$ cat config.mk
export PLATFORM = sky130hd
export DESIGN_NAME = out_video_timing_ctrl
export DESIGN_NICKNAME = d
export VERILOG_FILES = /design/src/rtl/out_video_timing_ctrl.sv
export SDC_FILE = /design/constraint.sdc
export NUM_CORES = 1
export LEC_CHECK = 0
export ABC_AREA = 1
export ABC_CLOCK_PERIOD_IN_PS = 2050
export CAP_MARGIN = 15
export CORE_ASPECT_RATIO = 0.9
export CORE_MARGIN = 2
export CORE_UTILIZATION = 25
export DETAILED_ROUTE_END_ITERATION = 7
export PLACE_DENSITY = 0.47
export SYNTH_ARGS = -nofsm -noshare
export SYNTH_HDL_FRONTEND = slang
export SYNTH_SLANG_ARGS = --single-unit
$ cat constraint.sdc
create_clock -name CLK -period 2.05 [get_ports CLK]
set_input_delay 0.41 -clock CLK [delete_from_list [all_inputs] [get_ports CLK]]
set_output_delay 0.41 -clock CLK [all_outputs]
set_load 0.05 [all_outputs]
$ cat src/rtl/out_video_timing_ctrl.sv
// Output video timing controller: raw VSYNC/HSYNC/DE, coordinates and
// line/frame markers for one programmable frame format.
//
// Ports:
//   CLK          pixel clock, rising edge
//   RST_N        synchronous active-low reset
//   iENABLE      run request; sampled in RUN only at the frame-end cycle
//   oRUNNING     controller is in RUN
//   oVSYNC       raw vertical sync, active high
//   oHSYNC       raw horizontal sync, active high
//   oDE          data enable, high in the active area
//   oX / oY      counter values of the current output cycle
//   oLINE_START  pulse at h=0 of every line
//   oFRAME_START pulse at h=0, v=0
module out_video_timing_ctrl #(
  parameter int H_ACTIVE  = 640,
  parameter int H_FP      = 16,
  parameter int H_SYNC    = 96,
  parameter int H_BP      = 48,
  parameter int V_ACTIVE  = 480,
  parameter int V_FP      = 10,
  parameter int V_SYNC    = 2,
  parameter int V_BP      = 33,
  parameter int CNT_WIDTH = 12
) (
  input  logic                 CLK,
  input  logic                 RST_N,
  input  logic                 iENABLE,
  output logic                 oRUNNING,
  output logic                 oVSYNC,
  output logic                 oHSYNC,
  output logic                 oDE,
  output logic [CNT_WIDTH-1:0] oX,
  output logic [CNT_WIDTH-1:0] oY,
  output logic                 oLINE_START,
  output logic                 oFRAME_START
);

  localparam int W = CNT_WIDTH;

  localparam logic [W-1:0] H_ACT = W'(H_ACTIVE);
  localparam logic [W-1:0] H_S0  = W'(H_ACTIVE + H_FP);
  localparam logic [W-1:0] H_S1  = W'(H_ACTIVE + H_FP + H_SYNC);
  localparam logic [W-1:0] H_END =
    W'(H_ACTIVE + H_FP + H_SYNC + H_BP - 1);

  localparam logic [W-1:0] V_ACT = W'(V_ACTIVE);
  localparam logic [W-1:0] V_S0  = W'(V_ACTIVE + V_FP);
  localparam logic [W-1:0] V_S1  = W'(V_ACTIVE + V_FP + V_SYNC);
  localparam logic [W-1:0] V_END =
    W'(V_ACTIVE + V_FP + V_SYNC + V_BP - 1);

  localparam logic [0:0] ST_IDLE = 1'b0;
  localparam logic [0:0] ST_RUN  = 1'b1;

  logic [0:0]   state_q, state_d;
  logic [W-1:0] h_q, h_d;
  logic [W-1:0] v_q, v_d;

  logic         vs_q, vs_d;
  logic         hs_q, hs_d;
  logic         de_q, de_d;
  logic         ls_q, ls_d;
  logic         fs_q, fs_d;
  logic [W-1:0] x_q, x_d;
  logic [W-1:0] y_q, y_d;

  logic h_last;
  logic v_last;
  logic run;

  assign h_last = (h_q == H_END);
  assign v_last = (v_q == V_END);
  assign run    = (state_q == ST_RUN);

  // Next state and counters
  always_comb begin
    state_d = state_q;
    h_d     = '0;
    v_d     = '0;
    if (run) begin
      h_d = h_last ? '0 : h_q + W'(1);
      v_d = v_q;
      if (h_last) begin
        v_d = v_last ? '0 : v_q + W'(1);
      end
      // Enable is only honoured at the frame end, so a
      // frame is never cut short by a stop request.
      if (h_last && v_last && !iENABLE) begin
        state_d = ST_IDLE;
      end
    end else if (iENABLE) begin
      state_d = ST_RUN;
    end
  end

  // Region decode; everything reads 0 while idle
  always_comb begin
    de_d = 1'b0;
    hs_d = 1'b0;
    vs_d = 1'b0;
    ls_d = 1'b0;
    fs_d = 1'b0;
    x_d  = '0;
    y_d  = '0;
    if (run) begin
      de_d = (h_q < H_ACT) && (v_q < V_ACT);
      hs_d = (h_q >= H_S0) && (h_q < H_S1);
      vs_d = (v_q >= V_S0) && (v_q < V_S1);
      ls_d = (h_q == '0);
      fs_d = (h_q == '0) && (v_q == '0);
      x_d  = h_q;
      y_d  = v_q;
    end
  end

  always_ff @(posedge CLK) begin
    if (!RST_N) begin
      state_q <= ST_IDLE;
      h_q     <= '0;
      v_q     <= '0;
      vs_q    <= 1'b0;
      hs_q    <= 1'b0;
      de_q    <= 1'b0;
      ls_q    <= 1'b0;
      fs_q    <= 1'b0;
      x_q     <= '0;
      y_q     <= '0;
    end else begin
      state_q <= state_d;
      h_q     <= h_d;
      v_q     <= v_d;
      vs_q    <= vs_d;
      hs_q    <= hs_d;
      de_q    <= de_d;
      ls_q    <= ls_d;
      fs_q    <= fs_d;
      x_q     <= x_d;
      y_q     <= y_d;
    end
  end

  assign oRUNNING     = run;
  assign oVSYNC       = vs_q;
  assign oHSYNC       = hs_q;
  assign oDE          = de_q;
  assign oX           = x_q;
  assign oY           = y_q;
  assign oLINE_START  = ls_q;
  assign oFRAME_START = fs_q;

endmodule

==> impl_metrics.toml <==
[die]
ios = 33
die_w_um = 105
die_h_um = 94.5
initial_core_util = 0.253
dieArea_mm2 = 0.00989
rows = 33
core-area_mm2 = 0.00900

[power]
ir_worst_vdd_uv = 257
switchingPower_uw = 423
power_uw = 1990
clockPowerShare = 0.427
sw_frac_of_total = 0.212
combPwrFrac = 0.041
p_leak_uw = 0.00105
seqPwrFrac = 0.533
p_per_area_mw_per_mm2 = 698
p_int_uw = 1570

[route]
first_pass_iters = 4
ant_nets = 0
vias_per_cell = 4.19
num_vias = 1921
wl_um = 5110
drt_iter0_markers = 134
route.detailed.drc = 0
drt-wirelength-per-cell_um = 11.2

[flow_run]
max_cap_viol_count = 0

[clock_network]
cts_hold_buf = 0
cts_tree = "done"
clkLatencyLatePin_ns = 0.32
cts_root_buf = "clkbuf_8"
clock_path_buffers = 2
path_clk_slew_ns = 0.10
h-tree-depth = 2
postCtsResizedCells = 0
numClockSinks = 54
cts_buffers = 5
postCtsSetupBuffers = 0

[sta]
finalHoldViolCount = 0
period_needed_ns = 1.91
worst_slew_pin_slew_ns = 0.504
worst_slack_ns = 0.145
setup_viol_count_final = 0
finClkSkew_ns = 0.0124
rsz0062_at_grt = "no"
fmax_mhz = 525
holdWs_ns = 0.478
fin_crit_sh = 0.930
tns_ns = 0
slew_headroom = 0.663
drv_slew = 0

[worst_setup_path]
critical_path.cell_chain = "clkdlybuf4s50_1"
worst-path-stages = 1
ff2ff_path_depth = 6
start_kind = "register"
cp_max_fo = 2
cp_top_family = "buffers and inverters"
crit_type = "reg -> out"
cp_slowest_cell = "clkdlybuf4s50_1"
cp.required_ns = 1.64
critPathMaxStageDelay_ns = 0.81
arrival_ns = 1.50
cp-end-kind = "primary output"
path_buf_inv = 1

[min_path]
min_path_type = "reg -> reg"
holdPathStages = 1

[finish]
diodes = 0
multi_input_area_mm2 = 0.00101
drive_gt1_frac = 0.0923
fill_cells = 1011
area_growth_syn_to_layout_pct = 25.4
layout_common_cells = "62 x nand2_1, 54 x dfxtp_1, 52 x nor2_1"
final_net_count = 342
utilization = 0.317
ff_latch_area_mm2 = 0.00108
layout_commonest_cell = "nand2_1"

[grt]
grt_pass1_vias = 1839
grt_remaining_overflow = 0
grt_pass1_wl_um = 8690
grtUsageTotal = 0.108
grt_max_degree = 31
antenna_found_initial = 0

[synthesis]
synth_area_per_cell_um2 = 7.59
syn-cell-area_mm2 = 0.00228
synthDistinctLibCells = 29
netlist_instances = 300
synth_fp_nets = 307
synth-warning-count = 0
seq_area_frac_synth = 0.475
synth_area_leaders = "dfxtp_1 47%, nand2_1 10%, nor2_1 8.6%, nand3_1 6.2%, inv_1 5.8%"
ys_ff_latch = 54
synth_top_area_cell = "dfxtp_1"
synth_top_area_share = 0.475

[status]
status = "finished clean"

[placed_design]
hpwlAfterDp_um = 3790
place_congestion = 0.869
io_buffer_count = 32
post-place-ws_ns = 0.282
power by group through the flow:
stage	Sequential, µW	Combinational, µW	Clock [µW]
4_1_cts	1060	82.3	876
5_1_grt	1060	89.4	923
3_3_place_gp	1090	81.4	0
3_5_place_dp	1090	82.4	0
2_1_floorplan	1110	34.9	0
6_report	1060	80.9	851
through the flow:
| stage | cell area, µm² | cells |
|---|---|---|
| after floorplan | 2280 | 300 |
| after global placement | 2720 | 450 |
| after detailed placement | 2720 | 450 |
| after CTS | 2860 | 458 |
| after global routing | 2860 | 458 |
| final | 2860 | 458 |
cells by family (layout without fill, tap and decap cells):
group | count (synthesis) | after routing | share of synthesized area
flip-flops | 54 | 54 | 0.475
buffers and inverters | 43 | 79 | 0.0813
AO/OA/AOI/OAI | 19 | 19 | 0.0434
adder cells (fa/ha/maj) | 4 | 4 | 0.0220
AND/OR/NAND/NOR | 176 | 176 | 0.363
XOR/XNOR | 4 | 4 | 0.0154
sequential cells by signal, indices dropped and copies added (netlist names):
| signal | cells |
|---|---|
| h_q | 12 |
| oDE | 1 |
| oFRAME_START | 1 |
| oHSYNC | 1 |
| oLINE_START | 1 |
| oRUNNING | 1 |
| oVSYNC | 1 |
| oX | 12 |
| oY | 12 |
| v_q | 12 |
synthesized netlist by cell type:
| library cell | n |
|---|---|
| and3_1 | 1 |
| buf_1 | 2 |
| a21oi_1 | 16 |
| nor2_2 | 4 |
| ha_1 | 4 |
| nor3b_1 | 3 |
| nand2_1 | 62 |
| nor3_1 | 6 |
| nand3_1 | 28 |
| xor2_1 | 3 |
| clkbuf_8 | 1 |
| buf_6 | 1 |
| nor2_8 | 1 |
| nor4_1 | 1 |
| xnor2_1 | 1 |
| nand2_2 | 7 |
| nand4_2 | 1 |
| buf_4 | 1 |
| o21ai_0 | 2 |
| nand3_4 | 1 |
| nand4_1 | 5 |
| nor3_2 | 1 |
| o21ai_2 | 1 |
| nor2_4 | 3 |
| inv_4 | 1 |
| inv_2 | 2 |
| dfxtp_1 | 54 |
| nor2_1 | 52 |
| inv_1 | 35 |
path summary, 6_finish.rpt:
check | from | endpoint | slack (ns)
setup reg to reg | h_q[0]$_SDFF_PP0_ | v_q[0]$_SDFFE_PN0N_ | 0.57
setup / recovery | oRUNNING$_SDFF_PN0_ | oRUNNING | 0.14
hold / removal | h_q[0]$_SDFF_PP0_ | h_q[0]$_SDFF_PP0_ | 0.48
hold reg to reg | h_q[0]$_SDFF_PP0_ | h_q[0]$_SDFF_PP0_ | 0.48
worst register-to-register path: cells and delay by family, from the launching register on:
family / cells / cell delay, ns
AND/OR/NAND/NOR: 3 / 0.37
adder cells (fa/ha/maj): 1 / 0.25
AO/OA/AOI/OAI: 2 / 0.34
flip-flops: 1 / 0.39
final cells by class:
type,count,area share
Sequential cell,54,0.379
Tap cell,122,0.0535
Clock buffer,5,0.0241
Timing Repair Buffer,33,0.115
Multi-Input combinational cell,203,0.354
Inverter,38,0.0508
Clock inverter,3,0.0241
routing by layer:
metal | track usage | up-vias | share of wire
met4 | 0.0367 | 0 | 0.0047
met5 | 0 | - | 0
met1 | 0.157 | 865 | 0.54
met3 | 0.0248 | 4 | 0.044
met2 | 0.158 | 44 | 0.41
li1 | - | 1008 | -
Note: power is estimated with default switching activity, not from simulation.
